[src/rtl/mem_port_arbiter.sv]
// Arbiter sharing one single-ported memory between an instruction-fetch port and a load/store port.
// Optional per-access timeout is compiled in with `define ARB_TIMEOUT_EN.
module mem_port_arbiter #(
    parameter int ADDR_W  = 32,
    parameter int DATA_W  = 32,
    parameter int TIMEOUT = 16
) (
    input  logic              clk,
    input  logic              rst,
    input  logic              i_req,
    input  logic [ADDR_W-1:0] i_addr,
    output logic              i_ack,
    output logic [DATA_W-1:0] i_rdata,
    input  logic              d_req,
    input  logic              d_we,
    input  logic [ADDR_W-1:0] d_addr,
    input  logic [DATA_W-1:0] d_wdata,
    output logic              d_ack,
    output logic [DATA_W-1:0] d_rdata,
    output logic              mem_req,
    output logic              mem_we,
    output logic [ADDR_W-1:0] mem_addr,
    output logic [DATA_W-1:0] mem_wdata,
    input  logic [DATA_W-1:0] mem_rdata,
    input  logic              mem_ack,
    output logic              busy,
    output logic              err
);

    typedef enum logic [1:0] {IDLE, ISSUE, RESP} state_t;

    if (TIMEOUT < 1) begin : g_timeout_range
        $error("TIMEOUT must be at least 1");
    end

    state_t            state_q, state_d;
    logic              last_d_q, last_d_d;   // 1 when the most recent grant went to D
    logic              gnt_d_q, gnt_d_d;     // 1 when the access in flight belongs to D
    logic              mem_req_q, mem_req_d;
    logic              mem_we_q, mem_we_d;
    logic [ADDR_W-1:0] mem_addr_q, mem_addr_d;
    logic [DATA_W-1:0] mem_wdata_q, mem_wdata_d;
    logic              i_ack_q, i_ack_d;
    logic              d_ack_q, d_ack_d;
    logic [DATA_W-1:0] i_rdata_q, i_rdata_d;
    logic [DATA_W-1:0] d_rdata_q, d_rdata_d;
    logic              busy_q, busy_d;
    logic              err_q, err_d;
    logic              pick_d;
    logic              timed_out;
    logic [DATA_W-1:0] resp_data;

`ifdef ARB_TIMEOUT_EN
    localparam int CNT_W = $clog2(TIMEOUT + 1);
    localparam logic [CNT_W-1:0] CNT_LAST = CNT_W'(TIMEOUT - 1);
    logic [CNT_W-1:0] cnt_q, cnt_d;
`endif

    always_comb begin
        state_d     = state_q;
        last_d_d    = last_d_q;
        gnt_d_d     = gnt_d_q;
        mem_req_d   = mem_req_q;
        mem_we_d    = mem_we_q;
        mem_addr_d  = mem_addr_q;
        mem_wdata_d = mem_wdata_q;
        i_ack_d     = i_ack_q;
        d_ack_d     = d_ack_q;
        i_rdata_d   = i_rdata_q;
        d_rdata_d   = d_rdata_q;
        err_d       = err_q;
        pick_d      = 1'b0;
        timed_out   = 1'b0;
        resp_data   = mem_rdata;
`ifdef ARB_TIMEOUT_EN
        cnt_d       = cnt_q;
`endif

        case (state_q)
            IDLE: begin
                if (i_req || d_req) begin
                    // On a conflict the port that did not win last time is served.
                    pick_d      = d_req && (!i_req || !last_d_q);
                    gnt_d_d     = pick_d;
                    last_d_d    = pick_d;
                    mem_req_d   = 1'b1;
                    mem_we_d    = pick_d && d_we;
                    mem_addr_d  = pick_d ? d_addr : i_addr;
                    mem_wdata_d = pick_d ? d_wdata : '0;
                    state_d     = ISSUE;
`ifdef ARB_TIMEOUT_EN
                    cnt_d       = '0;
`endif
                end
            end
            ISSUE: begin
`ifdef ARB_TIMEOUT_EN
                timed_out = !mem_ack && (cnt_q == CNT_LAST);
                if (!mem_ack && !timed_out) begin
                    cnt_d = cnt_q + CNT_W'(1);
                end
`endif
                if (mem_ack || timed_out) begin
                    resp_data = timed_out ? '0 : mem_rdata;
                    mem_req_d = 1'b0;
                    mem_we_d  = 1'b0;
                    err_d     = timed_out;
                    state_d   = RESP;
                    if (gnt_d_q) begin
                        d_ack_d = 1'b1;
                        // A completed store leaves the load-data register alone.
                        if (!mem_we_q || timed_out) begin
                            d_rdata_d = resp_data;
                        end
                    end else begin
                        i_ack_d   = 1'b1;
                        i_rdata_d = resp_data;
                    end
                end
            end
            RESP: begin
                i_ack_d = 1'b0;
                d_ack_d = 1'b0;
                err_d   = 1'b0;
                state_d = IDLE;
            end
            default: begin
                state_d = IDLE;
            end
        endcase

        busy_d = (state_d != IDLE);
    end

    always_ff @(posedge clk) begin
        if (rst) begin
            state_q     <= IDLE;
            last_d_q    <= 1'b0;
            gnt_d_q     <= 1'b0;
            mem_req_q   <= 1'b0;
            mem_we_q    <= 1'b0;
            mem_addr_q  <= '0;
            mem_wdata_q <= '0;
            i_ack_q     <= 1'b0;
            d_ack_q     <= 1'b0;
            i_rdata_q   <= '0;
            d_rdata_q   <= '0;
            busy_q      <= 1'b0;
            err_q       <= 1'b0;
`ifdef ARB_TIMEOUT_EN
            cnt_q       <= '0;
`endif
        end else begin
            state_q     <= state_d;
            last_d_q    <= last_d_d;
            gnt_d_q     <= gnt_d_d;
            mem_req_q   <= mem_req_d;
            mem_we_q    <= mem_we_d;
            mem_addr_q  <= mem_addr_d;
            mem_wdata_q <= mem_wdata_d;
            i_ack_q     <= i_ack_d;
            d_ack_q     <= d_ack_d;
            i_rdata_q   <= i_rdata_d;
            d_rdata_q   <= d_rdata_d;
            busy_q      <= busy_d;
            err_q       <= err_d;
`ifdef ARB_TIMEOUT_EN
            cnt_q       <= cnt_d;
`endif
        end
    end

    assign i_ack     = i_ack_q;
    assign i_rdata   = i_rdata_q;
    assign d_ack     = d_ack_q;
    assign d_rdata   = d_rdata_q;
    assign mem_req   = mem_req_q;
    assign mem_we    = mem_we_q;
    assign mem_addr  = mem_addr_q;
    assign mem_wdata = mem_wdata_q;
    assign busy      = busy_q;
    assign err       = err_q;

endmodule

[config.mk]
export PLATFORM = sky130hd
export DESIGN_NAME = mem_port_arbiter
export DESIGN_NICKNAME = d
export VERILOG_FILES = /design/src/rtl/mem_port_arbiter.sv
export SDC_FILE = /design/constraint.sdc
export NUM_CORES = 1
export LEC_CHECK = 0
export CORE_UTILIZATION = 32
export CTS_CLUSTER_SIZE = 10
export DETAILED_ROUTE_END_ITERATION = 10
export PLACE_DENSITY = 0.78
export SLEW_MARGIN = 20
export SYNTH_ARGS = -nofsm -noshare
export SYNTH_HDL_FRONTEND = slang
export SYNTH_SLANG_ARGS = --single-unit
export TNS_END_PERCENT = 20
[constraint.sdc]
create_clock -name clk -period 2.7 [get_ports clk]
set_input_delay 0.405 -clock clk [delete_from_list [all_inputs] [get_ports clk]]
set_output_delay 0.405 -clock clk [all_outputs]
set_load 0.01 [all_outputs]
Word-level counts from Yosys, hierarchy flattened
Index checks and enable logic that the tools add are counted.

Register bits: 137. Bits of input ports: 134. Output and inout bits: 134. Word-level logic and storage cells: 54.

Reduce and logical (&&, ||, !) cells: 17. Muxes and demuxes: 17. Equal/unequal tests: 6. Bitwise operators: 2.

Operators by type and width (count): 2-to-1 mux 32 bit (2); AND reduction 3 bit (4); case mux 1 bit (2 select lines) (5); inequality test 2 bit (second input constant) (4); 2-to-1 mux 1 bit (7); nonzero test 2 bit (3); 2-to-1 mux 2 bit (2); case mux 2 bit (2 select lines) (1); AND reduction 2 bit (2); AND reduction 4 bit (1); == test 2 x 1 -> 1 bit (second input constant) (1); == test 2 bit (second input constant) (1); logical AND 1 bit (2); logical NOT 1 bit (2); logical NOT 2 bit (1); logical OR 1 bit (2); NOT 1 bit (2).

Depth between registers and ports, before layout
Depth in word-level cells: 6. Gate-level depth with buffers: 6. Gate-level depth less buffers: 3.

Least setup slack after synthesis
Ideal clock, no wire load.

Path type: input port to flip-flop. Start point: in i_req. End point: reg mem_addr_q[20], in the netlist mem_addr[20]. Path buffers: 3. Arrival: 1326 ps. Required time: 2611 ps. Library setup time: 89 ps. Cell stages on the path: 6. Slack: 1285 ps. Cells stage by stage: or2_1 > buf_6 > and2_4 > buf_6 > buf_6 > a311oi_2.

Word-level cells in the longest chain between the ends: 4. Elaborated cells on any way between the ends: 6. Classes of those cells: 1 x mux; 5 x reduce/logical.

RTL lines: start, declared (RTL line 10) `input logic i_req,`; logical NOT 1 bit (RTL line 83) `pick_d = d_req && (!i_req || !last_d_q);`; logical OR 1 bit (RTL line 83); logical AND 1 bit (RTL line 83); 2-to-1 mux 32 bit (RTL line 88) `mem_addr_d = pick_d ? d_addr : i_addr;`; end signal, assigned (RTL line 159) `mem_addr_q <= mem_addr_d;`; end, declared (RTL line 41) `logic [ADDR_W-1:0] mem_addr_q, mem_addr_d;`.

Parallel ways exist; a longest one is shown, timed or not. A chain may end at the register's enable or synchronous reset.

Worst setup path after layout
Start point: reg state_q[1]. End point: reg mem_addr_q[28], in the netlist mem_addr[28].

Word-level cells in the longest chain between the ends: 2.

RTL lines: start, declared (RTL line 36) `state_t state_q, state_d;`; start signal, assigned (RTL line 154) `state_q <= state_d;`; logical NOT 2 bit (RTL line 79) `case (state_q)`; AND reduction 2 bit (no source line).

Every way passes these cells.

==> metrics.txt <==
share of power burned in registers=0.402; Post-CTS Resized=0; Die ar.=17690 um^2; Pleak=3.161 nW; startpoint type of the worst setup path=flop; WHS=451.3 ps; final setup violation count=0; Vias=5011; vias in the first global route=5004; CP Buf/Inv Count=0; Post-Syn Area=5493 um^2; Design Power=5.506 mW; clk root buf=clkbuf_16; Ant. Diodes=0; HPWL after DPL=11340 um; Layout Cells excl Fill=1054; run status=complete, no violations; drt wl/cell=15.22 um; commonest cells after routing, fill and taps aside=clkdlybuf4s50_1, dfxtp_1, nand2_1; crit end category=flop; cell count after placement=1022; CP Max Fanout=32; footprint of the multi-input gates=2517 um^2; Core Box Area=16640 um^2; most common cell after layout, fill and taps aside=clkdlybuf4s50_1; Final Routed Wirelength=16040 um; synth unique cells=29; CTS tree=built; post-synth net total=710; yosys warns=0; DR iter-0 viols=224; width of the die=133.0 um; antenna violations before repair=0; htree depth=4; switch share=0.2447; Die Ht=133.0 um; num rows=47; sequential share of the synthesized area=0.4957; GR Util All Layers=0.1853; # fillers=1503; Worst-path clk slew=60 ps; vias per std cell=4.754; CTS sink count=136; Syn Area/Cell=9.536 um^2; CP required=2960 ps; Slew Limit Headroom=0.5720; Comb pwr share=0.176; P_sw=1.347 mW; clock buffer depth=2; P&R area growth vs syn=61.46%; fin crit period=1869 ps; I/O Pins=268; Hold Path Class=flop to flop; largest net degree at the start of global routing=63; Post-Syn Instances=576; Hold Buf Count CTS=0; Final Hold Vio Count=0; Setup CP Type=flop to flop; Max VDD drop=0.0004321 V; Worst path slowest cell=and2_4; max-cap violations=0; setup TNS=0 ps; Worst Tran Pin Value=642.1 ps; antenna-violating nets left=0; fin nets=955; Num CTS Buffers=17; grt ovf=0; Cell Pwr Density=620.8 nW/um^2; CP delay by family, top=simple AND/OR/NAND/NOR gates; proportion of layout cells with a drive suffix above 1=0.09712; Worst EP arrival=2130 ps; Pins Over Slew Limit=0; register area=2723 um^2; Initial Utilization=0.3301; first-pass iteration count of the detailed router=4; clock skew=9.362 ps; crit-path cells=nor2_2 -> and2_4 -> a311oi_2; fmax=535.2 MHz; clock latency on the worst-skew pair=410 ps; remaining routing DRC violations=0; first-pass GRT wire length=25840 um; CP peak stage delay=600 ps; Post-CTS Setup Bufs=0; Clock Power Share=0.423; Buffers on Ports=266; RePlAce Congestion=0.7804; FF+latch count, synth=136; total internal power=4.158 mW; setup slack, reg-to-reg=830 ps; crit share post-route=0.6921; unrepaired setup endpoints after global routing=false
## path summary, 6_finish.rpt
check                                               from                        end  cells after the start
worst max-delay path               state_q[1]$_SDFF_PP0_  mem_addr[28]$_SDFFE_PP0P_                      3
worst min-delay path            i_rdata[27]$_SDFFE_PP0P_   i_rdata[27]$_SDFFE_PP0P_                      2
worst max register to register     state_q[1]$_SDFF_PP0_  mem_addr[28]$_SDFFE_PP0P_                      3
worst min register to register  i_rdata[27]$_SDFFE_PP0P_   i_rdata[27]$_SDFFE_PP0P_                      2
## metal layers
metal | wire length (um) | vias up | GRT usage
met5 | 0 | - | 0
met4 | 505 | 0 | 0.08940
met3 | 1027 | 36 | 0.05900
met2 | 7890 | 170 | 0.3072
met1 | 6613 | 2334 | 0.2156
li1 | - | 2471 | -
## cells in the mapped netlist (all sizes together)
| master | count | share of area |
|---|---|---|
| dfxtp | 136 | 0.50 |
| nand2 | 131 | 0.090 |
| a21oi | 72 | 0.066 |
| nand2b | 67 | 0.076 |
| a311oi | 33 | 0.087 |
| mux2i | 33 | 0.060 |
| a22o | 32 | 0.051 |
| buf | 31 | 0.035 |
| clkbuf | 22 | 0.015 |
| nor2 | 4 | 0.0032 |
| nand4b | 2 | 0.0032 |
| nor3 | 2 | 0.0018 |
| or2 | 2 | 0.0023 |
| a21bo | 1 | 0.0018 |
| a21boi | 1 | 0.0020 |
| and2 | 1 | 0.0016 |
| and3 | 1 | 0.0011 |
| conb | 1 | 0.00068 |
| nand3b | 1 | 0.0014 |
| nand4bb | 1 | 0.0020 |
| nor2b | 1 | 0.0011 |
| nor4bb | 1 | 0.0018 |
## area by class of cell
type | count | area share
clock buffer | 25 | 0.05700
clock inverter | 7 | 0.01016
tap | 220 | 0.03104
sequential | 136 | 0.3070
timing repair buffer | 279 | 0.3109
multi-input combinational | 387 | 0.2839
## cell families after synthesis
kind of cell / Yosys count / synth area share
and+or+nand+nor: 214 / 0.1854
AOI/OAI and AO/OA: 139 / 0.2080
DFF: 136 / 0.4957
buffers and inverters: 53 / 0.05011
muxes: 33 / 0.06014
other: 1 / 0.0006827
## state kept, by name, summed over array words and instances, names as in the netlist
| signal | count |
|---|---|
| i_ack | 1 |
| state_q | 2 |
| gnt_d_q | 1 |
| d_rdata | 32 |
| busy | 1 |
| d_ack | 1 |
| mem_req | 1 |
| mem_addr | 32 |
| mem_wdata | 32 |
| i_rdata | 32 |
| mem_we | 1 |
## worst min-delay path, cell delays in order, from the launching register on
cell and delay, ps:
dfxtp_1 300, nand2_1 50, a21oi_1 50
## power by group through the flow
stage                     Combinational [mW]  Sequential (mW)  Clock (mW)
final                                  0.968             2.21        2.33
after global routing                    1.05             2.23        2.48
after CTS                              0.977             2.21        2.38
after detailed placement               0.974             2.25           0
after global placement                 0.965             2.25           0
after floorplan                        0.405             2.30           0
## stage by stage
stage,utilization,worst slack (ps),area (um^2)
after floorplan,-,1285,5493
after global placement,0.4971,615.3,8273
after detailed placement,0.4971,583.6,8273
after CTS,0.5329,835.5,8869
after global routing,0.5329,682.2,8869
final,0.5329,831.4,8869
Power figures use the tool's default switching activity.
